## config.mk

```make
export PLATFORM = sky130hd
export DESIGN_NAME = farrow_strobe_interp
export DESIGN_NICKNAME = d
export VERILOG_FILES = /design/src/rtl/farrow_strobe_interp_pkg.sv /design/src/rtl/farrow_strobe_interp_coef.sv /design/src/rtl/farrow_strobe_interp.sv
export SDC_FILE = /design/constraint.sdc
export NUM_CORES = 2
export LEC_CHECK = 0
export ABC_AREA = 1
export ABC_CLOCK_PERIOD_IN_PS = 6150
export CORE_UTILIZATION = 55
export CTS_BUF_LIST = sky130_fd_sc_hd__clkbuf_2
export DETAILED_ROUTE_END_ITERATION = 8
export GPL_ROUTABILITY_DRIVEN = 1
export HOLD_SLACK_MARGIN = 0.08
export PLACE_DENSITY = 0.75
export SYNTH_ARGS = -nofsm -noshare
export SYNTH_HDL_FRONTEND = slang
export SYNTH_HIERARCHICAL = 1
export SYNTH_SLANG_ARGS = --single-unit
```

## constraint.sdc

```tcl
create_clock -name clk -period 6.15 [get_ports clk]
set_clock_uncertainty 0.05 [all_clocks]
set_input_delay 1.23 -clock clk [delete_from_list [all_inputs] [get_ports clk]]
set_output_delay 1.23 -clock clk [all_outputs]
set_load 0.01 [all_outputs]
```

## src/rtl/farrow_strobe_interp_pkg.sv

```systemverilog
// Timing-recovery shared definitions: mu scaling, Q1.15 limits and the
// rounding/saturation helpers used by the NCO, ZCTED and interpolator.
package farrow_strobe_interp_pkg;

    localparam int MU_ONE    = 512;
    localparam int MU_MAX    = 511;
    localparam int FRAC_BITS = 9;
    localparam int Q15_MAX   = 32767;
    localparam int Q15_MIN   = -32768;

    // Round half up, then drop the mu fraction bits.
    function automatic logic signed [20:0] round_shift(input logic signed [29:0] p);
        logic signed [29:0] r;
        r = (p + (30'sd1 <<< (FRAC_BITS - 1))) >>> FRAC_BITS;
        return r[20:0];
    endfunction

    function automatic logic signed [15:0] sat_q15(input logic signed [20:0] v);
        if (v > 21'(Q15_MAX))
            return 16'sh7FFF;
        else if (v < 21'(Q15_MIN))
            return 16'sh8000;
        else
            return v[15:0];
    endfunction

endpackage

```

## src/rtl/farrow_strobe_interp_coef.sv

```systemverilog
// Parabolic (alpha = 0.5) Farrow coefficients from four taps, one register stage;
// loads only when i_en is set, no backpressure.
module farrow_coef #(
    parameter int DATA_W = 16
) (
    input  logic                     clk,
    input  logic                     rst,
    input  logic                     i_en,
    input  logic signed [DATA_W-1:0] i_x0,
    input  logic signed [DATA_W-1:0] i_x1,
    input  logic signed [DATA_W-1:0] i_x2,
    input  logic signed [DATA_W-1:0] i_x3,
    output logic signed [DATA_W+1:0] o_v0,
    output logic signed [DATA_W+1:0] o_v1,
    output logic signed [DATA_W+1:0] o_v2
);

    logic signed [DATA_W+2:0] w_s2;
    logic signed [DATA_W+2:0] w_s1;

    // Sums carry one guard bit so the halving never overflows.
    assign w_s2 = (DATA_W+3)'(i_x0) - (DATA_W+3)'(i_x1)
                - (DATA_W+3)'(i_x2) + (DATA_W+3)'(i_x3);
    assign w_s1 = ((DATA_W+3)'(i_x1) <<< 1) + (DATA_W+3)'(i_x1)
                - (DATA_W+3)'(i_x0) - (DATA_W+3)'(i_x2) - (DATA_W+3)'(i_x3);

    always_ff @(posedge clk or posedge rst) begin
        if (rst) begin
            o_v0 <= '0;
            o_v1 <= '0;
            o_v2 <= '0;
        end else if (i_en) begin
            o_v0 <= (DATA_W+2)'(i_x2);
            o_v1 <= w_s1[DATA_W+2:1];
            o_v2 <= w_s2[DATA_W+2:1];
        end
    end

endmodule

```

## src/rtl/farrow_strobe_interp.sv

```systemverilog
// Strobe-driven piecewise-parabolic interpolator, one output per x_valid&strobe event;
// 3 clk event-to-y_valid, fully pipelined, accepts an event every cycle, no backpressure.
module farrow_strobe_interp
    import farrow_strobe_interp_pkg::*;
#(
    parameter int DATA_W   = 16,
    parameter int MU_WIDTH = 10,
    parameter int MU_FRAC  = 9,
    parameter int CNT_W    = 16
) (
    input  logic                     clk,
    input  logic                     rst,
    input  logic signed [DATA_W-1:0] x_in,
    input  logic                     x_valid,
    input  logic [MU_WIDTH-1:0]      mu,
    input  logic                     strobe,
    output logic signed [DATA_W-1:0] y_out,
    output logic                     y_valid,
    output logic [CNT_W-1:0]         sym_count,
    output logic                     mu_clip
);

    logic signed [DATA_W-1:0] r_x0, r_x1, r_x2;
    logic                     w_event;
    logic                     w_clip;

    logic                     r_vld1;
    logic [MU_WIDTH-1:0]      r_mu1;
    logic signed [DATA_W+1:0] w_v0, w_v1, w_v2;

    logic                     r_vld2;
    logic [MU_WIDTH-1:0]      r_mu2;
    logic signed [DATA_W+2:0] r_t;
    logic signed [DATA_W+1:0] r_v0_2;

    logic signed [20:0]       w_p_rs;
    logic signed [20:0]       w_t;
    logic signed [20:0]       w_q_rs;
    logic signed [20:0]       w_y;

    assign w_event = x_valid & strobe;
    assign w_clip  = (mu >> MU_FRAC) != '0;

    // Taps include the sample arriving with the event, so the window is
    // {x_in, x0, x1, x2} before the shift lands.
    farrow_coef #(.DATA_W(DATA_W)) u_coef (
        .clk  (clk),
        .rst  (rst),
        .i_en (w_event),
        .i_x0 (x_in),
        .i_x1 (r_x0),
        .i_x2 (r_x1),
        .i_x3 (r_x2),
        .o_v0 (w_v0),
        .o_v1 (w_v1),
        .o_v2 (w_v2)
    );

    // Horner evaluation: t = v2*mu + v1, y = t*mu + v0; mu is unsigned.
    assign w_p_rs = round_shift(30'(w_v2) * 30'($signed({1'b0, r_mu1})));
    assign w_t    = w_p_rs + 21'(w_v1);
    assign w_q_rs = round_shift(30'(r_t) * 30'($signed({1'b0, r_mu2})));
    assign w_y    = w_q_rs + 21'(r_v0_2);

    always_ff @(posedge clk or posedge rst) begin
        if (rst) begin
            r_x0      <= '0;
            r_x1      <= '0;
            r_x2      <= '0;
            r_vld1    <= 1'b0;
            r_mu1     <= '0;
            mu_clip   <= 1'b0;
            r_vld2    <= 1'b0;
            r_mu2     <= '0;
            r_t       <= '0;
            r_v0_2    <= '0;
            y_out     <= '0;
            y_valid   <= 1'b0;
            sym_count <= '0;
        end else begin
            if (x_valid) begin
                r_x0 <= x_in;
                r_x1 <= r_x0;
                r_x2 <= r_x1;
            end

            r_vld1  <= w_event;
            mu_clip <= w_event & w_clip;
            if (w_event)
                r_mu1 <= w_clip ? MU_WIDTH'(MU_MAX) : mu;

            r_vld2 <= r_vld1;
            if (r_vld1) begin
                r_t    <= w_t[DATA_W+2:0];
                r_v0_2 <= w_v0;
                r_mu2  <= r_mu1;
            end

            y_valid <= r_vld2;
            if (r_vld2) begin
                y_out     <= sat_q15(w_y);
                sym_count <= sym_count + 1'b1;
            end
        end
    end

endmodule
```

==> summary.md <==
| Metric | Value |
|---|---|
| Netlist Area Pre-Place | 0.0268 sq mm |
| Kind of critical path | flip-flop to flip-flop |
| Max_slew headroom | around two fifths |
| Critical Path AT | 7.44 ns |
| Setup ws final | -0.382 ns |
| Antenna violations before repair | 1 |
| Syn_nets | ~4,100 |
| Clk sinks | about 190 |
| FMAX | 153 MHz |
| Fin. Hold Viols | 0 |
| Bufs on Longest Clock Path | 2 |
| GP Congestion | slightly above 0.9 |
| RSZ-0062 raised after global routing | true |
| Share of post-route cells with drive strength above 1 | between 20% and 30% |
| Mean post-synth cell area | 7.65 sq um |
| Critical Path RT | around 7 ns |
| Part of the cycle the worst path needs | 106% |
| Ys async rst share | 100% |
| Syn. warnings | 6 |
| Reg clk slew, reported paths | 0.32 ns |
| Final core occ | 70.1% |
| Failing checks | setup timing |
| Final Max Slew Viols | 0 |
| Chip Height | 223 microns |
| Wire length per cell | about 16 microns |
| Crit path capture type | flip-flop |
| Hold WC Path Type | flip-flop to flip-flop |
| Core area | 0.0479 sq mm |
| HPWL after DPL | roughly 54,000 microns |
| First-pass DRT Iterations | 6 |
| Flop2flop setup slack | -0.38 ns |
| # IOs | between 60 and 70 |
| Syn-to-layout area delta | 25.3% |
| Worst Path Buf+Inv | 8 |
| Via/cell ratio | 5.19 |
| Period minus WS final | 6.53 ns |
| Seq/Total Area, Yosys | approximately 18% |
| Most used flip-flop cell after synthesis | dfrtp_1 |
| DRC | 0 |
| Antenna viol nets, final | 0 |
| Worst path slowest cell | dfrtp_2 |
| Max-Cap Viols | 0 |
| PortBufs | 63 |
| Least-Margin Pin Slew | approximately 0.89 ns |
| Total Die Area | ~0.05 sq mm |
| Startpoint types | flip-flop |
| Critical path fanouts, max | 5 |
| CTS root buffer | clkbuf_2 |
| Largest net degree at the start of global routing | between 90 and 100 |
| Vias in the first global route | between 20,000 and 25,000 |
| Num CTS Buffers | 17 |
| Syn Inst Count | roughly 3,500 |
| Setup violators final | 29 |
| Synth unique cells | 46 |
| Max incr delay on CP | ~0.56 ns |
| Nets@finish | 4,501 |
| Final WL | 73,700 microns |
| First-pass GRT wire length | ~110,000 microns |
| TritonCTS clock tree | done |
| Total Routing Usage GR | 28.2% |
| Std cell rows | 80 |
| EDFF count, synth | 0 |
| Initial drt markers | about 1,700 |
| DR vias | about 23,000 |
| H-tree levels | 4 |
| Flops & latches, synth | approximately 190 |
| Grt ovf | 0 |
| Top Family by Delay on Critical Path | adder cells |
| Crit-path most repeated cell | nand2_1 |
| Status | finished with violations |
| Clk_lat worst skew | roughly 1.1 ns |
| Die width | ~220 microns |
| Initial Util | a little under three fifths |
[synth_stat cells (15+ instances only)]
cell type,n,area (sq um)
inv_1,922,3460
nand2_1,904,3390
fa_1,369,7390
ha_1,232,2900
dfrtp_1,191,4780
nor2_1,156,586
a21oi_1,135,676
o21ai_0,123,616
nand3_1,89,445
clkbuf_1,85,319
xnor2_1,56,490
xor2_1,45,394
mux2_2,17,191
nor3_1,17,85.1
nand2_2,16,100
buf_1,15,56.3
[path summary, 6_finish.rpt]
kind	endpoint	cells past startpoint	startpoint
min in group asynchronous	r_v0_2[9]$_DFFE_PP0P_	2	rst
worst max-delay path	r_t[18]$_DFFE_PP0P_	34	r_mu1[3]$_DFFE_PP0P_
max in group asynchronous	r_mu2[3]$_DFFE_PP0P_	3	rst
worst max register to register	r_t[18]$_DFFE_PP0P_	34	r_mu1[3]$_DFFE_PP0P_
worst min register to register	sym_count[15]$_DFFE_PP0P_	1	sym_count[15]$_DFFE_PP0P_
worst min-delay path	sym_count[15]$_DFFE_PP0P_	1	sym_count[15]$_DFFE_PP0P_
[stage by stage]
| stage | std cells | TNS (ns) | worst slack [ns] | hold slack (ns) | cell area, sq um |
|---|---|---|---|---|---|
| 2_1_floorplan | 3503 | 0 | 0.0272 | 0.302 | 26900 |
| 5_1_grt | 4499 | -11.61 | -0.531 | 0.467 | 33600 |
| 3_3_place_gp | 4391 | -7.26 | -0.376 | 0.414 | 30300 |
| 4_1_cts | 4458 | -3.13 | -0.218 | 0.469 | 31700 |
| 3_5_place_dp | 4391 | -8.54 | -0.427 | 0.424 | 30300 |
| 6_report | 4499 | -5.33 | -0.382 | 0.469 | 33600 |
[logic make-up (layout without fill, tap and decap cells)]
group / Yosys count / in the layout / synth area share (%)
XOR/XNOR: 101 / 101 / 3.30
flip-flops: 191 / 191 / 17.8
other: 0 / 1 / 0
multiplexers: 17 / 17 / 0.714
AO/OA/AOI/OAI: 325 / 325 / 6.62
buffers and inverters: 1036 / 1415 / 14.6
AND/OR/NAND/NOR: 1232 / 1233 / 18.5
adder cells (fa/ha/maj): 601 / 601 / 38.4
[per-layer routing]
| layer | vias up | GRT usage [%] | wire [microns] |
|---|---|---|---|
| met2 | 711 | 48.8 | 36800 |
| met1 | 11400 | 36.0 | 29700 |
| met5 | - | 0 | 0 |
| li1 | 11100 | - | - |
| met4 | 0 | 11.4 | 3600 |
| met3 | 205 | 3.19 | 3550 |
[cell usage in the layout, fill, tap and decap left out, types with 62 or more instances in the layout]
master and n:
nand2_1 814, ha_1 172, o21ai_0 92, a21oi_1 70, nand2_2 80, dfrtp_1 177
fa_1 350, nand3_1 75, a21oi_2 62, inv_1 886, nor2_1 117, clkdlybuf4s50_1 62
buf_4 343
[worst register-to-register path, delay by kind of cell (launching register included)]
kind                     cells  cell delay, ns
adder cells (fa/ha/maj)      7            3.04
flip-flops                   1            0.56
buffers and inverters        8            0.65
AO/OA/AOI/OAI                6            0.87
XOR/XNOR                     2            0.40
AND/OR/NAND/NOR             11            0.91
[layout make-up]
class,instances,area [sq um]
diodes,1,2.50
flip-flops and latches,191,4800
clock buffers,17,85.1
clock inverters,15,224
well taps,615,769
inverters,927,3490
multi-input cells,2277,20300
repair buffers,456,3890
fillers,3500,14400
[state kept, by name (all words and copies together) (netlist names)]
register     flops
r_x1            16
r_mu2            9
r_mu1            9
y_valid          1
r_x2            16
mu_clip          1
r_t             19
u_coef/o_v1     18
u_coef/o_v2     18
r_v0_2          18
y_out           16
u_coef/o_v0     16
r_x0            16
sym_count       16
r_vld2           1
r_vld1           1
[repair_timing]
action | in CTS | in global routing
resized for setup | 192 | 358
hold buffers | 0 | 0
gates cloned | 2 | 2
hold endpoints to repair | 0 | 0
endpoints found under the setup margin | 30 | 31
buffers inserted | 35 | 39
pin swaps | 93 | 221
Power is not shown: default switching activity piles up to over one toggle a cycle in this logic, so the estimate is an artifact.
